==> config.mk <==
export PLATFORM = sky130hd
export DESIGN_NAME = load_store_unit
export DESIGN_NICKNAME = d
export VERILOG_FILES = /design/src/rtl/load_store_unit.sv
export SDC_FILE = /design/constraint.sdc
export NUM_CORES = 1
export LEC_CHECK = 0
export CAP_MARGIN = 20
export CORE_AREA = 5 5 175 177
export CTS_CLUSTER_SIZE = 16
export DETAILED_ROUTE_END_ITERATION = 16
export DIE_AREA = 0 0 180 182
export PLACE_DENSITY = 0.83
export SETUP_SLACK_MARGIN = 0.3
export SLEW_MARGIN = 20
export SYNTH_ARGS = -nofsm -noshare
export SYNTH_HDL_FRONTEND = slang
export SYNTH_SLANG_ARGS = --single-unit
==> constraint.sdc <==
create_clock -name clock -period 5.87 [get_ports clock]
set_input_delay 1.174 -clock clock [delete_from_list [all_inputs] [get_ports clock]]
set_output_delay 1.174 -clock clock [all_outputs]
set_load 0.02 [all_outputs]
==> src/rtl/load_store_unit.sv <==
// Load/store unit: initiator side of the 64-bit data-memory interface.
// Takes one request at a time, forms the effective address, performs the
// memory access (read-modify-write for sub-doubleword stores) and returns
// a sized, extended load result or an error flag.
module load_store_unit #(
    parameter int DATA_WIDTH     = 64,
    parameter int MEM_INDEX_BITS = 10
) (
    input  logic                  clock,
    input  logic                  reset,
    input  logic                  req_valid,
    output logic                  req_ready,
    input  logic                  is_load,
    input  logic                  is_store,
    input  logic [2:0]            funct3,
    input  logic [DATA_WIDTH-1:0] base,
    input  logic [DATA_WIDTH-1:0] offset,
    input  logic [DATA_WIDTH-1:0] store_data,
    output logic                  resp_valid,
    output logic [DATA_WIDTH-1:0] load_result,
    output logic                  error,
    output logic                  memwrite,
    output logic                  memread,
    output logic [DATA_WIDTH-1:0] add,
    output logic [DATA_WIDTH-1:0] write_data,
    input  logic [DATA_WIDTH-1:0] read_data
);

    typedef enum logic [1:0] {
        S_IDLE  = 2'd0,
        S_READ  = 2'd1,
        S_WRITE = 2'd2,
        S_RESP  = 2'd3
    } state_t;

    state_t                state_q, state_d;
    logic [2:0]            lane_q, lane_d;
    logic [2:0]            funct3_q, funct3_d;
    logic [DATA_WIDTH-1:0] store_data_q, store_data_d;
    logic                  is_load_q, is_load_d;
    logic                  err_q, err_d;
    logic [DATA_WIDTH-1:0] buf_q, buf_d;
    logic [DATA_WIDTH-1:0] add_q, add_d;
    logic [DATA_WIDTH-1:0] write_data_q, write_data_d;

    // Effective address of the presented request; only the low index and
    // lane bits matter, the rest alias.
    logic [DATA_WIDTH-1:0] req_ea;
    logic                  ea_hi_unused;
    logic                  req_misaligned;
    logic                  req_err;

    assign req_ea       = base + offset;
    assign ea_hi_unused = ^req_ea[DATA_WIDTH-1:MEM_INDEX_BITS+3];

    // Legality and alignment of the presented request.
    always_comb begin
        req_misaligned = 1'b0;
        case (funct3[1:0])
            2'b01:   req_misaligned = req_ea[0];
            2'b10:   req_misaligned = |req_ea[1:0];
            2'b11:   req_misaligned = |req_ea[2:0];
            default: req_misaligned = 1'b0;
        endcase
        req_err = (is_load && is_store)
               || (!is_load && !is_store)
               || (is_load && (funct3 == 3'b111))
               || (is_store && funct3[2])
               || req_misaligned;
    end

    // Store lane merge: replace the addressed bytes of the old doubleword
    // with the low bytes of store_data shifted into place.
    logic [DATA_WIDTH-1:0] store_shift;
    logic [DATA_WIDTH-1:0] merged_data;
    logic [7:0]            lane_mask;

    assign store_shift = store_data_q << {lane_q, 3'b000};

    genvar gi;
    generate
        for (gi = 0; gi < 8; gi++) begin : g_lane
            localparam logic [2:0] LANE_IDX = 3'(gi);
            assign lane_mask[gi] =
                (funct3_q[1:0] == 2'b00) ? (lane_q == LANE_IDX) :
                (funct3_q[1:0] == 2'b01) ? (lane_q[2:1] == LANE_IDX[2:1]) :
                (funct3_q[1:0] == 2'b10) ? (lane_q[2] == LANE_IDX[2]) :
                1'b1;
            assign merged_data[gi*8 +: 8] = lane_mask[gi] ? store_shift[gi*8 +: 8]
                                                          : read_data[gi*8 +: 8];
        end
    endgenerate

    // Load extraction from the captured doubleword.
    logic [DATA_WIDTH-1:0] load_shift;
    logic [DATA_WIDTH-1:0] load_ext;

    always_comb begin
        load_shift = buf_q >> {lane_q, 3'b000};
        case (funct3_q)
            3'b000:  load_ext = {{(DATA_WIDTH-8){load_shift[7]}},   load_shift[7:0]};
            3'b001:  load_ext = {{(DATA_WIDTH-16){load_shift[15]}}, load_shift[15:0]};
            3'b010:  load_ext = {{(DATA_WIDTH-32){load_shift[31]}}, load_shift[31:0]};
            3'b100:  load_ext = {{(DATA_WIDTH-8){1'b0}},  load_shift[7:0]};
            3'b101:  load_ext = {{(DATA_WIDTH-16){1'b0}}, load_shift[15:0]};
            3'b110:  load_ext = {{(DATA_WIDTH-32){1'b0}}, load_shift[31:0]};
            default: load_ext = load_shift;
        endcase
    end

    // Next-state logic and request latching.
    always_comb begin
        state_d      = state_q;
        lane_d       = lane_q;
        funct3_d     = funct3_q;
        store_data_d = store_data_q;
        is_load_d    = is_load_q;
        err_d        = err_q;
        buf_d        = buf_q;
        add_d        = add_q;
        write_data_d = write_data_q;
        case (state_q)
            S_IDLE: begin
                if (req_valid) begin
                    lane_d       = req_ea[2:0];
                    funct3_d     = funct3;
                    store_data_d = store_data;
                    is_load_d    = is_load;
                    err_d        = req_err;
                    if (req_err) begin
                        state_d = S_RESP;
                    end else begin
                        add_d = {{(DATA_WIDTH-MEM_INDEX_BITS){1'b0}},
                                 req_ea[MEM_INDEX_BITS+2:3]};
                        if (is_load) begin
                            state_d = S_READ;
                        end else if (funct3[1:0] == 2'b11) begin
                            write_data_d = store_data;
                            state_d      = S_WRITE;
                        end else begin
                            state_d = S_READ;
                        end
                    end
                end
            end
            S_READ: begin
                buf_d = read_data;
                if (is_load_q) begin
                    state_d = S_RESP;
                end else begin
                    write_data_d = merged_data;
                    state_d      = S_WRITE;
                end
            end
            S_WRITE: state_d = S_RESP;
            default: state_d = S_IDLE;
        endcase
    end

    // State and datapath registers with synchronous reset.
    always_ff @(posedge clock) begin
        if (reset) begin
            state_q      <= S_IDLE;
            lane_q       <= '0;
            funct3_q     <= '0;
            store_data_q <= '0;
            is_load_q    <= 1'b0;
            err_q        <= 1'b0;
            buf_q        <= '0;
            add_q        <= '0;
            write_data_q <= '0;
        end else begin
            state_q      <= state_d;
            lane_q       <= lane_d;
            funct3_q     <= funct3_d;
            store_data_q <= store_data_d;
            is_load_q    <= is_load_d;
            err_q        <= err_d;
            buf_q        <= buf_d;
            add_q        <= add_d;
            write_data_q <= write_data_d;
        end
    end

    assign req_ready   = (state_q == S_IDLE);
    assign memread     = (state_q == S_READ);
    assign memwrite    = (state_q == S_WRITE);
    assign resp_valid  = (state_q == S_RESP);
    assign error       = err_q;
    assign load_result = (is_load_q && !err_q) ? load_ext : '0;
    assign add         = add_q;
    assign write_data  = write_data_q;

endmodule
Word-level counts from Yosys, hierarchy flattened
Index checks and enable logic that the tools add are counted.
- bitwise gates (word level): 2
- $add $sub $neg: 1
- shift operators: 2
- reduce and logical (&&, ||, !) cells: 23
- multiplexer cells: 37
- eq/ne operators: 29
- operator list (kind ; count):
    64-bit 2-to-1 mux ; 6
    64-bit case mux with 6 select lines ; 1
    64-bit case mux with 2 select lines ; 1
    8-bit 2-to-1 mux ; 8
    64-bit by 6-bit left shift with 64-bit output ; 1
    64-bit by 6-bit right shift with 64-bit output ; 1
    3-bit == test, second input constant ; 8
    1-bit 2-to-1 mux ; 15
    2-bit == test, second input constant ; 7
    13-bit adder ; 1
    3-bit by 2-bit == test with 1-bit output, second input constant ; 3
    2-bit by 1-bit == test with 1-bit output, second input constant ; 4
    2-bit 2-to-1 mux ; 4
    2-bit != test, second input constant ; 4
    3-bit by 1-bit == test with 1-bit output, second input constant ; 2
    2-bit zero test ; 3
    3-bit zero test ; 2
    2-bit case mux with 3 select lines ; 1
    6-bit AND reduction ; 1
    1-bit logical AND ; 5
    1-bit logical OR ; 4
    1-bit zero test ; 3
    1-bit case mux with 3 select lines ; 1
    3-bit AND reduction ; 1
    6 further kinds ; 7
- bits in registers: 212
- logic and storage cells: 103
- input bits: 264
- output and inout bits: 197

Longest topological paths before layout
- word-level depth: 9
- depth in mapped cells: 11
- gate-level depth less buffers: 9

Least setup slack after synthesis
OpenSTA, ideal clock, no wires.
- kind: register to output
- start point: reg lane_q[2]
- end point: out load_result[33]
- buffers on the path: 3
- setup slack: 2568 ps
- arrival time: 2128 ps
- required time: 4696 ps
- stages on the path, launching flop included: 10
- path through: dfxtp_1 > buf_4 > and2b_1 > buf_4 > a22oi_1 > o22a_1 > or4b_1 > a31o_4 > buf_6 > nor2_1
- word-level cells in the longest chain between the ends: 3
- RTL lines (element ; line ; text):
    start: declaration ; 37 ; logic [2:0] lane_q, lane_d;
    start signal: assignment ; 174 ; lane_q <= lane_d;
    64-bit by 6-bit right shift with 64-bit output ; 99 ; load_shift = buf_q >> {lane_q, 3'b000};
    64-bit case mux with 6 select lines ; 100 ; case (funct3_q)
    64-bit 2-to-1 mux ; 190 ; assign load_result = (is_load_q && !err_q) ? load_ext : '0;
    end: declaration ; 20 ; output logic [DATA_WIDTH-1:0] load_result,
No other way between the ends.

Worst setup path in the final report
- start point: reg lane_q[2]
- end point: out load_result[37]
The elaborated chain is that of the path after synthesis.

==> flow_metrics.tcl <==
set metrics [dict create \
    switching_share 0.4220 \
    fin_setup_tns_ns 0 \
    diodes 0 \
    drc 0 \
    antenna_left 0 \
    grt_pass1_wl_mm 80.94 \
    cts-htree-levels 1 \
    min_from "add[0]" \
    setup_viol 0 \
    seq_power_share 0.311 \
    clk_pin_slew_worst_paths_ns 0.06 \
    multi_input_area_um2 8469 \
    dp_cells 2330 \
    nFillCells 2599 \
    worstSetupEndpointType "output port" \
    crit_chain "nor2_1 -> a22oi_2 -> nand4b_2 -> o41a_1 -> a31o_4 -> nor2_1 -> clkdlybuf4s50_1" \
    grt_pass1_vias 13310 \
    synth.distinct_cells 64 \
    wl_mm 54.16 \
    viasPerCell 5.990 \
    dp_hpwl_mm 40.80 \
    grt.total_usage 0.3108 \
    fmax_mhz 189.1 \
    rrSetupSlack_ns 2.61 \
    r2r_end "write_data[47]" \
    cts_buffers 24 \
    async_flop_share 0 \
    final_cell_mix "clkdlybuf4s50_1 (303), nand2_1 (254), a21oi_1 (238), dfxtp_1 (209), nor2_1 (204)" \
    initial_core_util 0.4694 \
    ff2ff_path_depth 6 \
    crit_cells 7 \
    drtIter0Drc 1752 \
    status "finished, final reports clean" \
    slowest_stage "dfxtp_2" \
    layout_commonest_cell "clkdlybuf4s50_1" \
    maxSlewViolCount 0 \
    p_int_mw 3.901 \
    hold_viol 0 \
    slowest_delay_ns 0.84 \
    vias 14220 \
    netlist_area_um2 13650 \
    muxShareOfSynthArea 0.1856 \
    fin_crit_sh 0.9010 \
    leakagePower_nw 6.148 \
    grt_overflow 0 \
    cts-root-buf "clkbuf_16" \
    critPathBufInv 1 \
    port_buffers 304 \
    antenna_found_initial 1 \
    ys.flop_type "dfxtp_1" \
    seq_area_frac_synth 0.3108 \
    drt_first_pass_iters 6 \
    synthSimpleGateAreaFrac 0.1918 \
    postCtsHoldBufs 0 \
    synth_edf_count 0 \
    wl_per_cell_um 22.81 \
    period_minus_slack_ns 5.289 \
    fin_cells 2374 \
    worstSkewPairLatency_ns 0.53 \
    synth_top_family_by_area "compound AO/OA/AOI/OAI gates" \
    skew_ns 0.01290 \
    cap_viol_max_count 0 \
    r2r-start "lane_q[0]" \
    crit_path_max_fanout 43 \
    grt_max_degree 117 \
    endpoint "load_result[37]" \
    timing.critical_path.mode_cell "nor2_1" \
    holdPathStages 2 \
    cts.sinks 212 \
    place_congestion 0.9834 \
    die_y_um 182 \
    hold_class "flop to flop" \
    power_density_nw_per_um2 388.2 \
    cp.required_ns 4.70 \
    num_rows 63 \
    cts_buffer_depth 3 \
    maxSlewHeadroom 0.1888 \
    synth-seq-cells 212 \
    p_comb_frac 0.448 \
    yosysWarningCount 0 \
    ioPinCount 461 \
    synthToLayoutAreaGrowth_pct 27.33 \
    drive_gt1_frac 0.08417 \
    critPathLaunchType "flop" \
    num-nets-final 2247 \
    core_area_um2 29090 \
    rsz0062_at_grt "no" \
    cts_tree "yes" \
    ctsResizeCount 0 \
    synth_compound_area_frac 0.2050 \
    cts_setup_buffers 0 \
    synthCells 1762 \
    pwr-share-clk 0.241 \
    synth-xor-area-share 0.004490 \
    worstMarginPinSlew_ns 1.212 \
    synth_fa_ha_area_frac 0.01613 \
    regArea_um2 4253 \
    die_x_um 180 \
    path_delay_family "compound AO/OA/AOI/OAI gates" \
    fp.dieArea_um2 32760 \
    avgSynthCellArea_um2 7.749 \
    crit_path_start "lane_q[2]" \
    critical_path_class "flop to output port" \
    peakVddDrop_uv 405.2 \
    p_sw_mw 2.848 \
    arrival_ns 4.11 \
]
## layer usage
layer  global-route usage  vias up  part of all wire
met4               0.1042        2             0.042
met1               0.4025     6710              0.39
met2               0.5213      837              0.47
met3              0.06190      141             0.097
met5                    0        -           0.00024
li1                     -     6531                 -
## worst min-delay path, stage by stage (launching register included)
cell and delay, ns:
dfxtp_1 0.31, nand2_1 0.05, a21oi_1 0.05
## power groups by stage
stage / sequential, mW / clock (mW) / combinational (mW)
6_report: 2.10 / 1.63 / 3.02
5_1_grt: 2.12 / 1.70 / 3.25
4_1_cts: 2.08 / 1.64 / 2.97
3_5_place_dp: 2.11 / 0 / 2.96
3_3_place_gp: 2.10 / 0 / 2.92
2_1_floorplan: 2.04 / 0 / 2.01
## area by class of cell
| cell class | instances | area share |
|---|---|---|
| Multi-Input combinational cell | 1376 | 0.4871 |
| Sequential cell | 212 | 0.2446 |
| Timing Repair Buffer | 329 | 0.1861 |
| Clock buffer | 35 | 0.04282 |
| Tap cell | 390 | 0.02807 |
| Clock inverter | 9 | 0.006333 |
| Inverter | 23 | 0.004965 |
## cell usage after synthesis, types with 4 or more instances
cell	count	area (um2)
nand2_1	255	957.2
a21oi_1	238	1191
dfxtp_1	212	4244
nor2_1	204	765.7
mux2i_1	126	1261
clkbuf_1	89	334.1
o21ai_0	85	425.4
buf_4	69	518.0
nor3_1	61	305.3
mux2_2	51	574.3
buf_2	32	160.2
mux4_2	31	698.2
nand3_1	31	155.2
nor2b_1	29	181.4
o211ai_1	24	180.2
nand2b_1	23	143.9
inv_1	22	82.58
o22ai_1	21	131.4
ha_1	16	200.2
a22oi_1	15	112.6
buf_1	11	41.29
a211oi_1	9	67.56
o221ai_1	9	78.83
a311oi_1	8	70.07
o21ai_1	8	40.04
o311ai_0	8	70.07
a222oi_1	7	70.07
o21a_1	7	52.55
a21o_1	4	30.03
xnor2_1	4	35.03
## cells by family after synthesis
family          count (synthesis)
fa+ha+maj                      17
xor+xnor                        7
compound gates                473
other cells                     1
mux                           208
buf+inv                       227
simple gates                  617
flops                         212
## per-stage QoR
step / hold slack (ns) / utilization / instance area (um2) / setup slack, ns / total power, mW
3_5_place_dp: 0.4454 / 0.5682 / 16530 / 1.086 / 5.068
2_1_floorplan: 0.4334 / - / 13850 / 2.568 / 4.046
5_1_grt: 0.4715 / 0.5978 / 17390 / 0.3339 / 7.065
4_1_cts: 0.4552 / 0.5975 / 17380 / 0.5168 / 6.692
3_3_place_gp: 0.4400 / 0.5682 / 16530 / 1.215 / 5.019
6_report: 0.4524 / 0.5978 / 17390 / 0.5810 / 6.749
## flip-flops by register name, summed over array words and instances, names as in the netlist
signal and count:
is_load_q 1, funct3_q 3, error 1, state_q 2
add 10, write_data 64, lane_q 3, store_data_q 64
buf_q 64
## how the worst min path moves through the flow
stage,to
4_1_cts,add[0]
2_1_floorplan,store_data_q[56]
6_report,add[0]
3_5_place_dp,add[0]
5_1_grt,write_data[14]
3_3_place_gp,write_data[22]
No activity file was read; power rests on OpenSTA's default activity.
==> RTL edit, RTL diff (config.mk and constraints unchanged) <==
Change the parameter `MEM_INDEX_BITS` from 10 to 9.
--- a/src/rtl/load_store_unit.sv
+++ b/src/rtl/load_store_unit.sv
@@ -4,7 +4,7 @@
 // a sized, extended load result or an error flag.
 module load_store_unit #(
     parameter int DATA_WIDTH     = 64,
-    parameter int MEM_INDEX_BITS = 10
+    parameter int MEM_INDEX_BITS = 9
 ) (
     input  logic                  clock,
     input  logic                  reset,
Behaviour: not the same (a bounded check fails within 4 cycles, from zero or initial values and one cycle with reset high).
==> RTL edit against the original RTL <==
Worst setup slack lost 32 ps. Critical path type unchanged. Sequential cell count decreased by 1. Die area stayed put. Wire length shrank 2.4%. Clock power decreased by 2%. Total power grew 2.1%. Area after synthesis fell by 1.5%. Final area down 1.1%. Combinational power is 4% higher.
==> RTL edit: results (changes against the original RTL) <==
qor: synthesis.yosys.cell_types.count 60 [-6.3%]
qor: global_routing.globalRouteMet2Util 47.15% [-5.0 points]
qor: global_routing.grt_antenna_before_repair 11 [+10]
qor: clock_tree.cts_inserted_buffers 23 [-4.2%]
qor: critical_path.rr_worst_depth 7 [+1]
qor: global_routing.global_route.usage.total 29.77% [-1.3 points]
qor: synthesis.syn-instance-count 1703 [-3.3%]
qor: finish.final-instance-count-excl-fill 2321 [-2.2%]
qor: power_and_ir_drop.vdd_drop_max 247.2 uV [-39%]
qor: route.drt-initial-drc-count 1915 [+9.3%]
qor: finish.nFillCells 2530 [-2.7%]
qor: route.finalWirelength 52.86 mm [-2.4%]
qor: global_routing.via_count_of_the_first_global_routing_pass 12820 [-3.7%]
qor: global_routing.grt_use_met1 39.65% [-0.60 points]
qor: global_routing.globalRouteMet3Util 6.751% [+0.56 points]
qor: finish.drive_gt1_share 7.452% [-0.97 points]
qor: synthesis.post_synth_most_frequent_cells sky130_fd_sc_hd__nand2_1 (310), sky130_fd_sc_hd__dfxtp_1 (211), sky130_fd_sc_hd__a21oi_1 (195)
qor: route.firstDrtPassIters 6 [unchanged]
qor: synthesis.netlist_top_cells_area sky130_fd_sc_hd__dfxtp_1 (31%), sky130_fd_sc_hd__mux2i_1 (11%), sky130_fd_sc_hd__nand2_1 (8.7%), sky130_fd_sc_hd__a21oi_1 (7.3%), sky130_fd_sc_hd__mux4_2 (5.7%)
qor: timing.finClkSkew 11.66 ps [-1.241 ps]
qor: critical_path.worst_path_max_stage_delay 760 ps [-80 ps]
qor: power_and_ir_drop.power.static_leakage 5.926 nW [-3.6%]
qor: placement.gpl.final_weighted_congestion 0.9577 [-2.6%]
qor: placement.placement.io_buffers 301 [-0.99%]
qor: placement.detailedPlacementHpwl 39.41 mm [-3.4%]
qor: global_routing.maximum_number_of_pins_on_one_net_before_global_route_repair 132 [+13%]
qor: synthesis.postSynth.asyncResetShare 0% [unchanged]
qor: global_routing.grt_pass1_wl 77.91 mm [-3.8%]
qor: critical_path.worst-path-max-fanout 33 [-23%]
qor: finish.finish.net_count 2182 [-2.9%]
qor: route.drt-vias-per-instance 6.075 [+1.4%]
qor: timing.maxSlewHeadroom 26.76% [+7.9 points]
qor: outcome.outcome finished clean
qor: placement.detailedPlace.worstSlack 1065 ps [-20.64 ps]
qor: synthesis.yosysSeqAreaShare 31.42% [+0.33 points]
-- RTL edit: cell count changes in the layout (fill, tap and decap cells not counted), sizes merged, moves of 16 or more --
cell,before,now
nand2,255,310
mux2i,126,150
mux2,51,26
a21oi,241,195
o211ai,24,65
o21ai,93,35
nor3,61,15
nor2b,29,7
nand2b,23,7
-- RTL edit: layout make-up --
type	count	area, um2	area share, %
tap	390	488.0	2.837
multi-input combinational	1323	8325	48.41
sequential	211	4233	24.61
inverter	19	71.32	0.4147
clock buffer	30	673.1	3.914
antenna	12	30.03	0.1746
timing repair buffer	324	3219	18.72
clock inverter	12	158.9	0.9239
-- RTL edit: worst paths after layout --
| kind | startpoint | endpoint | slack (ps) |
|---|---|---|---|
| setup / recovery | lane_q[2] | load_result[47] | 550 |
| hold / removal | write_data[22] | write_data[22] | 450 |
| setup reg to reg | lane_q[1] | write_data[37] | 2400 |
| hold reg to reg | write_data[22] | write_data[22] | 450 |
-- RTL edit: routing by layer --
layer  share of wire, %  up-vias
met5                  0        -
met2                 45      924
met4                4.3        0
li1                   -     6389
met1                 39     6613
met3                 11      174
-- RTL edit: logic make-up (layout without fill, tap and decap cells) --
| group | count (synthesis) | in the layout | synth area share (%) |
|---|---|---|---|
| other | 1 | 67 | 0.02789 |
| AOI/OAI and AO/OA | 453 | 453 | 21.65 |
| muxes | 210 | 210 | 19.04 |
| xor gates and xnor gates | 5 | 5 | 0.3257 |
| DFF | 211 | 211 | 31.42 |
| buffers and inverters | 223 | 385 | 8.412 |
| and+or+nand+nor | 584 | 584 | 17.59 |
| adders and majority gates | 16 | 16 | 1.545 |
-- RTL edit: report_power, final --
part | switching, mW | internal (mW)
registers | 0.397 | 1.74
logic | 1.90 | 1.25
clock network | 0.646 | 0.948
-- RTL edit: worst reg2reg max path, cell delays in order, from the launching register on --
cell and delay, ps:
sky130_fd_sc_hd__dfxtp_4 630, sky130_fd_sc_hd__buf_4 530, sky130_fd_sc_hd__inv_1 370, sky130_fd_sc_hd__a21oi_1 730, sky130_fd_sc_hd__nor2_2 330, sky130_fd_sc_hd__o211ai_1 170, sky130_fd_sc_hd__o211ai_1 240, sky130_fd_sc_hd__a311oi_1 370
-- RTL edit: metrics by stage --
stage | cell area (um2) | hold WS, ps | util, %
floorplan | 13650 | 433.4 | -
global route | 17200 | 469.3 | 59.12
detailed placement | 16300 | 445.4 | 56.05
finish | 17200 | 453.8 | 59.13
CTS | 17140 | 455.2 | 58.92
global placement | 16300 | 439.4 | 56.04
